## config.mk

```make
export PLATFORM = sky130hd
export DESIGN_NAME = clk_gate_ctrl
export DESIGN_NICKNAME = d
export VERILOG_FILES = /design/src/rtl/clk_gate_pkg.sv /design/src/rtl/clk_gate_ch_fsm.sv /design/src/rtl/clk_gate_ctrl.sv
export SDC_FILE = /design/constraint.sdc
export NUM_CORES = 1
export LEC_CHECK = 0
export CELL_PAD_IN_SITES_DETAIL_PLACEMENT = 1
export CELL_PAD_IN_SITES_GLOBAL_PLACEMENT = 1
export CORE_MARGIN = 1
export CORE_UTILIZATION = 36
export DETAILED_ROUTE_END_ITERATION = 12
export PLACE_DENSITY = 0.68
export SLEW_MARGIN = 20
export SYNTH_ARGS = -nofsm -noshare
export SYNTH_HDL_FRONTEND = slang
export SYNTH_SLANG_ARGS = --single-unit
```

## constraint.sdc

```tcl
create_clock -name forever_cpuclk -period 3.35 [get_ports forever_cpuclk]
set_clock_uncertainty 0.2 [all_clocks]
set_input_delay 0.335 -clock forever_cpuclk [delete_from_list [all_inputs] [get_ports forever_cpuclk]]
set_output_delay 0.335 -clock forever_cpuclk [all_outputs]
set_load 0.02 [all_outputs]
```

## src/rtl/clk_gate_pkg.sv

```systemverilog
// Shared types and constants for the per-channel clock-gating controller.
package clk_gate_pkg;

    typedef enum logic [1:0] {
        ST_ON    = 2'b00,
        ST_COUNT = 2'b01,
        ST_OFF   = 2'b10,
        ST_WAKE  = 2'b11
    } ch_state_e;

    localparam int WAKE_CNT_W = 3;

endpackage

```

## src/rtl/clk_gate_ch_fsm.sv

```systemverilog
// One gated-clock channel: ON/COUNT/OFF/WAKE sequencer with idle and wake counters.
module clk_gate_ch_fsm
    import clk_gate_pkg::*;
#(
    parameter int IDLE_W   = 4,
    parameter int WAKE_CYC = 2
) (
    input  logic              forever_cpuclk,
    input  logic              cpurst_b,
    input  logic              active,
    input  logic              wake_req,
    input  logic [IDLE_W-1:0] idle_thresh,
    output logic              module_en,
    output logic              wake_ack,
    output logic              clk_on,
    output logic              is_off
);

    localparam logic [WAKE_CNT_W-1:0] WAKE_LOAD = WAKE_CNT_W'(WAKE_CYC - 1);
    localparam logic [IDLE_W-1:0]     IDLE_ONE  = IDLE_W'(1);

    ch_state_e               state_reg, state_next;
    logic [IDLE_W-1:0]       idle_cnt_reg, idle_cnt_next;
    logic [WAKE_CNT_W-1:0]   wake_cnt_reg, wake_cnt_next;

    always_ff @(posedge forever_cpuclk or negedge cpurst_b) begin
        if (!cpurst_b) begin
            state_reg    <= ST_ON;
            idle_cnt_reg <= '0;
            wake_cnt_reg <= '0;
        end else begin
            state_reg    <= state_next;
            idle_cnt_reg <= idle_cnt_next;
            wake_cnt_reg <= wake_cnt_next;
        end
    end

    always_comb begin
        state_next    = state_reg;
        idle_cnt_next = idle_cnt_reg;
        wake_cnt_next = wake_cnt_reg;
        unique case (state_reg)
            ST_ON: begin
                if (!active) begin
                    if (idle_thresh == '0) begin
                        state_next = ST_OFF;
                    end else begin
                        state_next    = ST_COUNT;
                        idle_cnt_next = idle_thresh;
                    end
                end
            end
            ST_COUNT: begin
                if (active) begin
                    state_next = ST_ON;
                end else if (idle_cnt_reg == IDLE_ONE) begin
                    state_next    = ST_OFF;
                    idle_cnt_next = '0;
                end else begin
                    idle_cnt_next = idle_cnt_reg - IDLE_ONE;
                end
            end
            ST_OFF: begin
                if (active) begin
                    state_next    = ST_WAKE;
                    wake_cnt_next = WAKE_LOAD;
                end
            end
            ST_WAKE: begin
                // Once started, a restart always runs to completion.
                if (wake_cnt_reg == '0) begin
                    state_next = ST_ON;
                end else begin
                    wake_cnt_next = wake_cnt_reg - 1'b1;
                end
            end
            default: state_next = ST_ON;
        endcase
    end

    assign module_en = (state_reg != ST_OFF);
    assign clk_on    = (state_reg != ST_OFF);
    assign is_off    = (state_reg == ST_OFF);
    // COUNT acknowledges at once since the clock never stopped.
    assign wake_ack  = wake_req & ((state_reg == ST_COUNT) |
                                   ((state_reg == ST_WAKE) && (wake_cnt_reg == '0)));

endmodule

```

## src/rtl/clk_gate_ctrl.sv

```systemverilog
// Clock-gating controller top: active-term decode, per-channel FSMs, scan override, idle summary.
module clk_gate_ctrl
    import clk_gate_pkg::*;
#(
    parameter int NUM_CH   = 4,
    parameter int IDLE_W   = 4,
    parameter int WAKE_CYC = 2
) (
    input  logic              forever_cpuclk,
    input  logic              cpurst_b,
    input  logic              cfg_gate_en,
    input  logic [IDLE_W-1:0] cfg_idle_thresh,
    input  logic [NUM_CH-1:0] cfg_force_on,
    input  logic [NUM_CH-1:0] ch_busy,
    input  logic [NUM_CH-1:0] ch_wake_req,
    input  logic              pad_yy_icg_scan_en,
    output logic [NUM_CH-1:0] ch_module_en,
    output logic [NUM_CH-1:0] ch_wake_ack,
    output logic [NUM_CH-1:0] ch_clk_on,
    output logic              all_idle
);

    logic [NUM_CH-1:0] ch_active;
    logic [NUM_CH-1:0] fsm_en;
    logic [NUM_CH-1:0] ch_off;

    assign ch_active = ch_busy | ch_wake_req | cfg_force_on | {NUM_CH{~cfg_gate_en}};

    generate
        for (genvar gi = 0; gi < NUM_CH; gi++) begin : g_ch
            clk_gate_ch_fsm #(
                .IDLE_W   (IDLE_W),
                .WAKE_CYC (WAKE_CYC)
            ) u_fsm (
                .forever_cpuclk (forever_cpuclk),
                .cpurst_b       (cpurst_b),
                .active         (ch_active[gi]),
                .wake_req       (ch_wake_req[gi]),
                .idle_thresh    (cfg_idle_thresh),
                .module_en      (fsm_en[gi]),
                .wake_ack       (ch_wake_ack[gi]),
                .clk_on         (ch_clk_on[gi]),
                .is_off         (ch_off[gi])
            );
        end
    endgenerate

    // Scan overrides the enables only; FSM state is untouched.
    assign ch_module_en = fsm_en | {NUM_CH{pad_yy_icg_scan_en}};
    assign all_idle     = &ch_off;

endmodule

```

==> results of run 1 <==
## cell type report
cell class | instances | area (um^2) | share of cell area
clock buffers | 7 | 76.3 | 0.0270
clock inverters | 1 | 8.76 | 0.00310
inverters | 32 | 120 | 0.0425
multi-input cells | 194 | 1290 | 0.455
flip-flops and latches | 36 | 901 | 0.318
well taps | 77 | 96.3 | 0.0341
repair buffers | 35 | 340 | 0.120
## power groups by stage
stage               Clock, mW  Combinational [mW]  Sequential (mW)
floorplan                   0               0.832            0.752
global placement            0                1.02            0.843
detailed placement          0                1.05            0.848
CTS                     0.326                1.05            0.842
global route            0.348                1.18            0.878
finish                  0.318                1.04            0.841
## per-stage QoR
step                setup slack (ns)  hold slack [ns]  instance area [um^2]   util
finish                         0.595            0.313                  2830  0.443
global route                   0.449            0.333                  2830  0.443
global placement               0.686            0.287                  2730  0.428
detailed placement             0.639            0.284                  2730  0.428
floorplan                       1.32           -0.161                  2390      -
CTS                            0.531            0.312                  2830  0.443
## cells by family (layout without fill, tap and decap cells)
family,Yosys count,after routing
flip-flops,36,36
buffers and inverters,45,75
AO/OA/AOI/OAI,97,97
AND/OR/NAND/NOR,80,80
multiplexers,1,1
adder cells (fa/ha/maj),16,16
## routing by layer
metal  up-vias  GRT usage  part of all wire
met4         0     0.0447            0.0087
met5         -          0                 0
met3         6     0.0356             0.022
met1      1051      0.248              0.48
met2        19      0.324              0.49
li1       1047          -                 -
## worst register-to-register path, cell delays in order, from the launching register on
cell                      delay, ns
sky130_fd_sc_hd__dfrtp_1       0.38
sky130_fd_sc_hd__inv_1         0.11
sky130_fd_sc_hd__ha_1          0.16
sky130_fd_sc_hd__nor3b_1       0.52
sky130_fd_sc_hd__nor2_1        0.15
sky130_fd_sc_hd__a32oi_1       0.24
sky130_fd_sc_hd__o21ai_1       0.07
## worst max-delay path by stage
| stage | from | slack [ns] | to |
|---|---|---|---|
| after floorplan | g_ch[0].u_fsm.state_reg[0]$_DFFE_PN0P_ | 1.32 | all_idle |
| after global placement | cfg_gate_en | 0.69 | g_ch[3].u_fsm.idle_cnt_reg[0]$_DFFE_PN0P_ |
| after detailed placement | cfg_gate_en | 0.64 | g_ch[3].u_fsm.idle_cnt_reg[0]$_DFFE_PN0P_ |
| after CTS | g_ch[1].u_fsm.state_reg[0]$_DFFE_PN0P_ | 0.53 | all_idle |
| after global routing | g_ch[1].u_fsm.state_reg[0]$_DFFE_PN0P_ | 0.45 | all_idle |
| final | g_ch[0].u_fsm.state_reg[0]$_DFFE_PN0P_ | 0.59 | all_idle |
## synth_stat cells, drive strengths merged (2+ instances only)
library cell | instances | area share
dfrtp | 36 | 0.38
nand2 | 24 | 0.038
nor3 | 8 | 0.017
nor4b | 3 | 0.014
a31oi | 3 | 0.0078
nor3b | 2 | 0.0063
o22ai | 2 | 0.0052
nand2b | 7 | 0.019
a32oi | 3 | 0.011
a211o | 3 | 0.018
a21oi | 18 | 0.038
o21a | 2 | 0.0063
o21ai | 37 | 0.077
a221oi | 3 | 0.011
or4b | 3 | 0.014
a22o | 4 | 0.015
and3 | 4 | 0.011
or3 | 3 | 0.0078
o211ai | 3 | 0.014
a22oi | 11 | 0.034
inv | 31 | 0.049
nor4 | 5 | 0.019
a211oi | 4 | 0.013
buf | 10 | 0.032
nor2 | 17 | 0.027
clkbuf | 3 | 0.0047
ha | 16 | 0.084
## repair_timing
action	in CTS	in global routing
hold buffers	1	0
hold endpoints to repair	34	0
setup endpoints to repair	0	0
resized for setup	0	0
==> impl_table.tex, run 1 <==
\begin{tabular}{lr}
\hline
Metric & Value \\
\hline
\multicolumn{2}{l}{\textbf{Worst setup path}} \\
\quad R2R Path Start & g\_ch[1].u\_fsm.idle\_cnt\_reg[1]\$\_DFFE\_PN0P\_ \\
\quad Total buffers and inverters traversed by the critical path & 2 \\
\quad Slowest cell on the critical path & sky130\_fd\_sc\_hd\_\_clkdlybuf4s50\_1 \\
\quad Worst reg2reg setup slack & 1.40 ns \\
\quad Nature of the critical path endpoint & primary output \\
\quad Type of origin of the critical path & register \\
\quad Crit path arrival time & 2.22 ns \\
\quad Type of the setup path with the least slack & reg -> out \\
\quad Delay of the slowest cell on the worst path & between 0.6 and 0.7 ns \\
\quad Critical Path, Cell by Cell & inv\_1, nand2\_1, nor4\_1, clkdlybuf4s50\_1 \\
\quad FF-to-FF path depth & 6 \\
\quad Worst path required time & 2.81 ns \\
\quad Largest fanout of any net on the critical path & 11 \\
\quad Endpoint of the most critical register-to-register path & g\_ch[1].u\_fsm.idle\_cnt\_reg[3]\$\_DFFE\_PN0P\_ \\
\quad Critical path's top delay family & buffers and inverters \\
\quad Instance count on the critical path & 4 \\
\multicolumn{2}{l}{\textbf{Floorplan}} \\
\quad Area of the placeable core & 6390 um\^{}2 \\
\quad Total Die Area & $\sim$7000 um\^{}2 \\
\quad Num rows & 29 \\
\quad Die width & 83.6 um \\
\quad IO Count & 33 \\
\quad Die Y & between 80 and 90 um \\
\quad Starting density of the core & 0.375 \\
\multicolumn{2}{l}{\textbf{Power}} \\
\quad Cell Pwr Density & 777 nW/um\^{}2 \\
\quad Overall Power & 2.20 mW \\
\quad Share of power burned in the clock network & 0.145 \\
\quad Internal & around 1.2 mW \\
\quad Leak pwr & 1.19 nW \\
\quad Net Sw Frac & 0.454 \\
\quad Part of the total power dissipated in combinational logic & 0.473 \\
\quad Switching pwr & between 0.9 and 1 mW \\
\quad VDD IR-drop max & 0.000312 V \\
\quad Sequential Power Share & 0.382 \\
\multicolumn{2}{l}{\textbf{Logic synthesis}} \\
\quad Gate count after technology mapping & about 280 \\
\quad Distinct cell type count after synthesis & 48 \\
\quad Share of async-settable or async-resettable flops after synthesis & 1.00 \\
\quad Warning count from the yosys run & 0 \\
\quad Cell Area, Synth & 2390 um\^{}2 \\
\quad Synthesized net count & 311 \\
\quad Simple-gate share of the synthesized area & 0.185 \\
\quad Parity-gate share of the synthesized area counting xor and xnor cells & 0 \\
\quad Proportion of synthesized area in mux cells & 0.00418 \\
\quad Mean cell area of the mapped netlist & 8.71 um\^{}2 \\
\quad Adder-cell area share of the yosys netlist & 0.0836 \\
\quad Number of register bits inferred by synthesis & 36 \\
\quad Sequential fraction of the synthesis area & 0.376 \\
\quad Synthesized-area fraction occupied by ao, oa, aoi and oai cells & 0.264 \\
\quad Combinational family with the most area after synthesis & compound AO/OA/AOI/OAI gates \\
\quad Number of enable flip-flop cells after synthesis & 0 \\
\quad Synth Flop Type & sky130\_fd\_sc\_hd\_\_dfrtp\_1 \\
\multicolumn{2}{l}{\textbf{Global routing}} \\
\quad Pin count of the biggest net entering global routing & 37 \\
\quad Vias in the first global route & 2,137 \\
\quad Antenna violations before repair & 0 \\
\quad First-pass GRT wire length & approximately 11 mm \\
\quad Total congestion overflow after global routing & 0 \\
\quad Global routing usage summed across all routing layers & 0.190 \\
\multicolumn{2}{l}{\textbf{STA}} \\
\quad Unrepaired setup endpoints after global routing & false \\
\quad Final setup vio count & 0 \\
\quad Time the worst path needs with I/O delays and setup & 2.76 ns \\
\quad Slew at the pin closest to its max-slew limit & 0.855 ns \\
\quad Final Hold Violating Endpoints & 0 \\
\quad Max-slew violation count & 0 \\
\quad Fmax & 0.363 GHz \\
\quad Fin Setup TNS & 0 ns \\
\quad Slew Limit Headroom & 0.430 \\
\quad Share of the clock period used by the worst path after layout & 0.823 \\
\multicolumn{2}{l}{\textbf{Routing}} \\
\quad DRC errors left & 0 \\
\quad Routed WL & 6.23 mm \\
\quad Routed wirelength normalized by instance count & approximately 16 um \\
\quad Detailed Routing Iterations Pass 1 & 4 \\
\quad Antenna Violating Nets Remaining & 0 \\
\quad Total via count in the routed design & 2,123 \\
\quad Post-DR vias/cell & 5.56 \\
\quad First-iteration detailed-routing DRC count & 105 \\
\multicolumn{2}{l}{\textbf{Worst hold path}} \\
\quad Hold Path End & g\_ch[3].u\_fsm.wake\_cnt\_reg[1]\$\_DFFE\_PN0P\_ \\
\quad Number of cells on the worst hold path & 1 \\
\quad Hold wc startpoint & g\_ch[3].u\_fsm.wake\_cnt\_reg[1]\$\_DFFE\_PN0P\_ \\
\quad Min-Delay Path Class & reg -> reg \\
\multicolumn{2}{l}{\textbf{Finish}} \\
\quad Final cell count without fillers & 382 \\
\quad Most frequent cells in the layout & 36 x sky130\_fd\_sc\_hd\_\_dfrtp\_1, 33 x sky130\_fd\_sc\_hd\_\_o21ai\_0, 31 x sky130\_fd\_sc\_hd\_\_inv\_1, 31 x sky130\_fd\_sc\_hd\_\_clkdlybuf4s50\_1, 24 x sky130\_fd\_sc\_hd\_\_nand2\_1 \\
\quad Most common cell after layout, fill and taps aside & sky130\_fd\_sc\_hd\_\_dfrtp\_1 \\
\quad Diodes inserted & 0 \\
\quad Fillers & 764 \\
\quad Max reg flops & 16 \\
\quad Total Nets Final & 340 \\
\quad Area overhead of the layout relative to synthesis & 18.1\% \\
\quad Share of cells above drive strength 1 & 0.0656 \\
\multicolumn{2}{l}{\textbf{Placed design}} \\
\quad HPWL after DPL & 4.59 mm \\
\quad Routability cong. & 0.810 \\
\quad Placed Cells & 373 \\
\quad Count of port buffers added during placement & 32 \\
\multicolumn{2}{l}{\textbf{Clocking}} \\
\quad Clock transition at path regs & $\sim$0.08 ns \\
\quad Number of CTS-inserted buffers & 5 \\
\quad Worst-Skew Late Latency & $\sim$0.29 ns \\
\quad Max H-tree Level & 2 \\
\quad TritonCTS clock tree & done \\
\quad Maximum root-to-sink buffer count & 2 \\
\quad Buffer type at the clock tree root & sky130\_fd\_sc\_hd\_\_clkbuf\_8 \\
\quad Post-CTS setup-driven buffer insertion count & 0 \\
\quad Count of clock tree sinks & 36 \\
\multicolumn{2}{l}{\textbf{Job}} \\
\quad Maximum capacitance violations & 0 \\
\multicolumn{2}{l}{\textbf{Status}} \\
\quad Run status & completed \\
\hline
\end{tabular}
No activity file was read; power rests on OpenSTA's default activity.
==> run 2, diff against run 1 <==
==> constraint.sdc (replaced) <==
create_clock -name forever_cpuclk -period 2.6 [get_ports forever_cpuclk]
set_clock_uncertainty 0.2 [all_clocks]
set_input_delay 0.26 -clock forever_cpuclk [delete_from_list [all_inputs] [get_ports forever_cpuclk]]
set_output_delay 0.26 -clock forever_cpuclk [all_outputs]
set_load 0.02 [all_outputs]
==> run 2 against run 1 <==
Net effect: setup slack got worse by 0.50 ns; die area stayed put; register-to-register slack got worse by 0.72 ns; sequential power rose by 22%; critical path depth increased by 2; non-clock buffer count up 12.
==> impl_table.tex, run 2 (synthesized netlist as in run 1, its figures left out) <==
\begin{tabular}{lr}
\hline
Metric & Value \\
\hline
\multicolumn{2}{l}{\textbf{Placed design}} \\
\quad Placed Cells & 385 (was 373) \\
\quad Count of port buffers added during placement & 32 (unchanged) \\
\quad HPWL after DPL & 4.76 mm (was 4.59 mm) \\
\quad Routability cong. & 0.766 (was 0.810) \\
\multicolumn{2}{l}{\textbf{Power}} \\
\quad Leak pwr & 1.30 nW (was 1.19 nW) \\
\quad Internal & 1.60 mW (was 1.20 mW) \\
\quad Part of the total power dissipated in combinational logic & 0.507 (was 0.473) \\
\quad Sequential Power Share & 0.355 (was 0.382) \\
\quad Share of power burned in the clock network & 0.138 (was 0.145) \\
\quad Cell Pwr Density & 991 nW/um\^{}2 (was 777 nW/um\^{}2) \\
\quad Net Sw Frac & 0.448 (was 0.454) \\
\quad VDD IR-drop max & 0.000393 V (was 0.000312 V) \\
\quad Switching pwr & 1.30 mW (was 0.999 mW) \\
\multicolumn{2}{l}{\textbf{Worst setup path}} \\
\quad Largest fanout of any net on the critical path & 4 (was 11) \\
\quad Type of the setup path with the least slack & reg -> out (unchanged) \\
\quad Worst path required time & 2.14 ns (was 2.81 ns) \\
\quad Type of origin of the critical path & register (unchanged) \\
\quad Crit path arrival time & 2.04 ns (was 2.22 ns) \\
\quad Nature of the critical path endpoint & primary output (unchanged) \\
\multicolumn{2}{l}{\textbf{Routing}} \\
\quad Detailed Routing Iterations Pass 1 & 4 (unchanged) \\
\quad Routed WL & 6.55 mm (was 6.23 mm) \\
\quad Total via count in the routed design & 2,183 (was 2,123) \\
\quad Routed wirelength normalized by instance count & 16.7 um (was 16.3 um) \\
\quad Post-DR vias/cell & 5.55 (was 5.56) \\
\quad Antenna Violating Nets Remaining & 0 (unchanged) \\
\quad DRC errors left & 0 (unchanged) \\
\quad First-iteration detailed-routing DRC count & 86 (was 105) \\
\multicolumn{2}{l}{\textbf{Finish}} \\
\quad Max reg flops & 16 (unchanged) \\
\quad Fillers & 760 (was 764) \\
\quad Total Nets Final & 352 (was 340) \\
\quad Diodes inserted & 0 (unchanged) \\
\quad Share of cells above drive strength 1 & 0.101 (was 0.0656) \\
\quad Most frequent cells in the layout & 36 x sky130\_fd\_sc\_hd\_\_dfrtp\_1, 33 x sky130\_fd\_sc\_hd\_\_o21ai\_0, 31 x sky130\_fd\_sc\_hd\_\_inv\_1 (was 36 x sky130\_fd\_sc\_hd\_\_dfrtp\_1, 33 x sky130\_fd\_sc\_hd\_\_o21ai\_0, 31 x sky130\_fd\_sc\_hd\_\_inv\_1, 31 x sky130\_fd\_sc\_hd\_\_clkdlybuf4s50\_1, 24 x sky130\_fd\_sc\_hd\_\_nand2\_1) \\
\quad Most common cell after layout, fill and taps aside & sky130\_fd\_sc\_hd\_\_dfrtp\_1 (unchanged) \\
\quad Final cell count without fillers & 393 (was 382) \\
\quad Area overhead of the layout relative to synthesis & 21.8\% (was 18.1\%) \\
\multicolumn{2}{l}{\textbf{Floorplan}} \\
\quad Starting density of the core & 0.375 (unchanged) \\
\quad IO Count & 33 (unchanged) \\
\quad Total Die Area & 6980 um\^{}2 (unchanged) \\
\quad Num rows & 29 (unchanged) \\
\quad Die Y & 83.6 um (unchanged) \\
\quad Area of the placeable core & 6390 um\^{}2 (unchanged) \\
\quad Die width & 83.6 um (unchanged) \\
\multicolumn{2}{l}{\textbf{Clocking}} \\
\quad Maximum root-to-sink buffer count & 2 (unchanged) \\
\quad Clock transition at path regs & 0.08 ns (about the same) \\
\quad Worst-Skew Late Latency & 0.29 ns (about the same) \\
\quad Buffer type at the clock tree root & sky130\_fd\_sc\_hd\_\_clkbuf\_8 (unchanged) \\
\quad Count of clock tree sinks & 36 (unchanged) \\
\quad TritonCTS clock tree & done (unchanged) \\
\quad Number of CTS-inserted buffers & 5 (unchanged) \\
\quad Max H-tree Level & 2 (unchanged) \\
\multicolumn{2}{l}{\textbf{Global routing}} \\
\quad Global routing usage summed across all routing layers & 0.197 (was 0.190) \\
\quad Total congestion overflow after global routing & 0 (unchanged) \\
\quad Pin count of the biggest net entering global routing & 37 (unchanged) \\
\quad Vias in the first global route & 2,211 (was 2,137) \\
\quad Antenna violations before repair & 0 (unchanged) \\
\quad First-pass GRT wire length & 11.1 mm (was 10.7 mm) \\
\multicolumn{2}{l}{\textbf{STA}} \\
\quad Fin Setup TNS & 0 ns (unchanged) \\
\quad Unrepaired setup endpoints after global routing & false (unchanged) \\
\quad Max-slew violation count & 0 (unchanged) \\
\quad Share of the clock period used by the worst path after layout & 0.962 \\
\quad Fmax & about 0.40 GHz \\
\quad Slew Limit Headroom & 0.429 (was 0.430) \\
\quad Final setup vio count & 0 (unchanged) \\
\quad Time the worst path needs with I/O delays and setup & 2.50 ns \\
\quad Final Hold Violating Endpoints & 0 (unchanged) \\
\quad Slew at the pin closest to its max-slew limit & 0.857 ns (was 0.855 ns) \\
\multicolumn{2}{l}{\textbf{Job}} \\
\quad Maximum capacitance violations & 0 (unchanged) \\
\multicolumn{2}{l}{\textbf{Status}} \\
\quad Run status & completed (unchanged) \\
\multicolumn{2}{l}{\textbf{Worst hold path}} \\
\quad Min-Delay Path Class & reg -> reg (unchanged) \\
\hline
\end{tabular}
## run 2: cell types whose count changed in the layout (fill, tap and decap cells not counted)
cell	delta
sky130_fd_sc_hd__clkbuf_1	-1
sky130_fd_sc_hd__clkinv_2	+1
sky130_fd_sc_hd__dlygate4sd2_1	+1
sky130_fd_sc_hd__clkinv_4	-1
sky130_fd_sc_hd__clkdlybuf4s50_1	-4
sky130_fd_sc_hd__dlymetal6s2s_1	+3
sky130_fd_sc_hd__buf_4	+12
## run 2: path summary, 6_finish.rpt
path | start | end | slack, ns | cells after the start
setup / recovery | g_ch[2].u_fsm.wake_cnt_reg[0]$_DFFE_PN0P_ | ch_wake_ack[2] | 0.1 | 6
hold / removal | g_ch[3].u_fsm.wake_cnt_reg[2]$_DFFE_PN0P_ | g_ch[3].u_fsm.wake_cnt_reg[2]$_DFFE_PN0P_ | 0.31 | 1
setup reg to reg | g_ch[1].u_fsm.idle_cnt_reg[1]$_DFFE_PN0P_ | g_ch[1].u_fsm.idle_cnt_reg[3]$_DFFE_PN0P_ | 0.68 | 6
hold reg to reg | g_ch[3].u_fsm.wake_cnt_reg[2]$_DFFE_PN0P_ | g_ch[3].u_fsm.wake_cnt_reg[2]$_DFFE_PN0P_ | 0.31 | 1
max in group asynchronous | cpurst_b | g_ch[0].u_fsm.wake_cnt_reg[0]$_DFFE_PN0P_ | 1.25 | 2
min in group asynchronous | cpurst_b | g_ch[2].u_fsm.wake_cnt_reg[2]$_DFFE_PN0P_ | 0.41 | 2
## run 2: layout make-up
type	instances	area [um^2]	area share
Multi-Input combinational cell	194	1290	0.441
Sequential cell	36	901	0.309
Timing Repair Buffer	47	437	0.150
Inverter	32	120	0.0412
Tap cell	77	96.3	0.0330
Clock buffer	6	72.6	0.0249
Clock inverter	1	5.00	0.00172
## run 2: worst max-delay path: stages (launching register included)
cell and delay, ns:
sky130_fd_sc_hd__dfrtp_1 0.33, sky130_fd_sc_hd__inv_1 0.07, sky130_fd_sc_hd__ha_1 0.20, sky130_fd_sc_hd__ha_1 0.21
sky130_fd_sc_hd__nand2b_1 0.18, sky130_fd_sc_hd__and3_2 0.23, sky130_fd_sc_hd__clkdlybuf4s50_1 0.53
## run 2: routing by layer
metal  up-vias  global-route usage  part of all wire
met4         0              0.0385            0.0084
li1       1069                   -                 -
met1      1075               0.272              0.48
met2        32               0.324              0.48
met3         7              0.0346             0.026
met5         -                   0                 0
## run 2: repair_timing
item                                    CTS  global route
buffers inserted                          0             0
endpoints found under the setup margin    1             3
resized for setup                         1             3
hold buffers                              1             0
hold endpoints to repair                 36             0
## run 2: power by group through the flow
stage	Clock [mW]	Sequential, mW	Combinational [mW]
after floorplan	0	0.969	1.07
after global placement	0	1.03	1.44
after detailed placement	0	1.04	1.48
after CTS	0.411	1.03	1.48
after global routing	0.427	1.07	1.68
final	0.398	1.03	1.47
## run 2: per-stage QoR
step	power, mW	hold slack (ns)	cell area (um^2)	worst slack [ns]	util
2_1_floorplan	2.04	-0.236	2390	0.646	-
3_3_place_gp	2.47	0.234	2820	0.238	0.442
3_5_place_dp	2.52	0.225	2820	0.0825	0.442
4_1_cts	2.92	0.319	2910	0.00146	0.456
5_1_grt	3.18	0.327	2920	0.0184	0.457
6_report	2.89	0.310	2920	0.0986	0.457
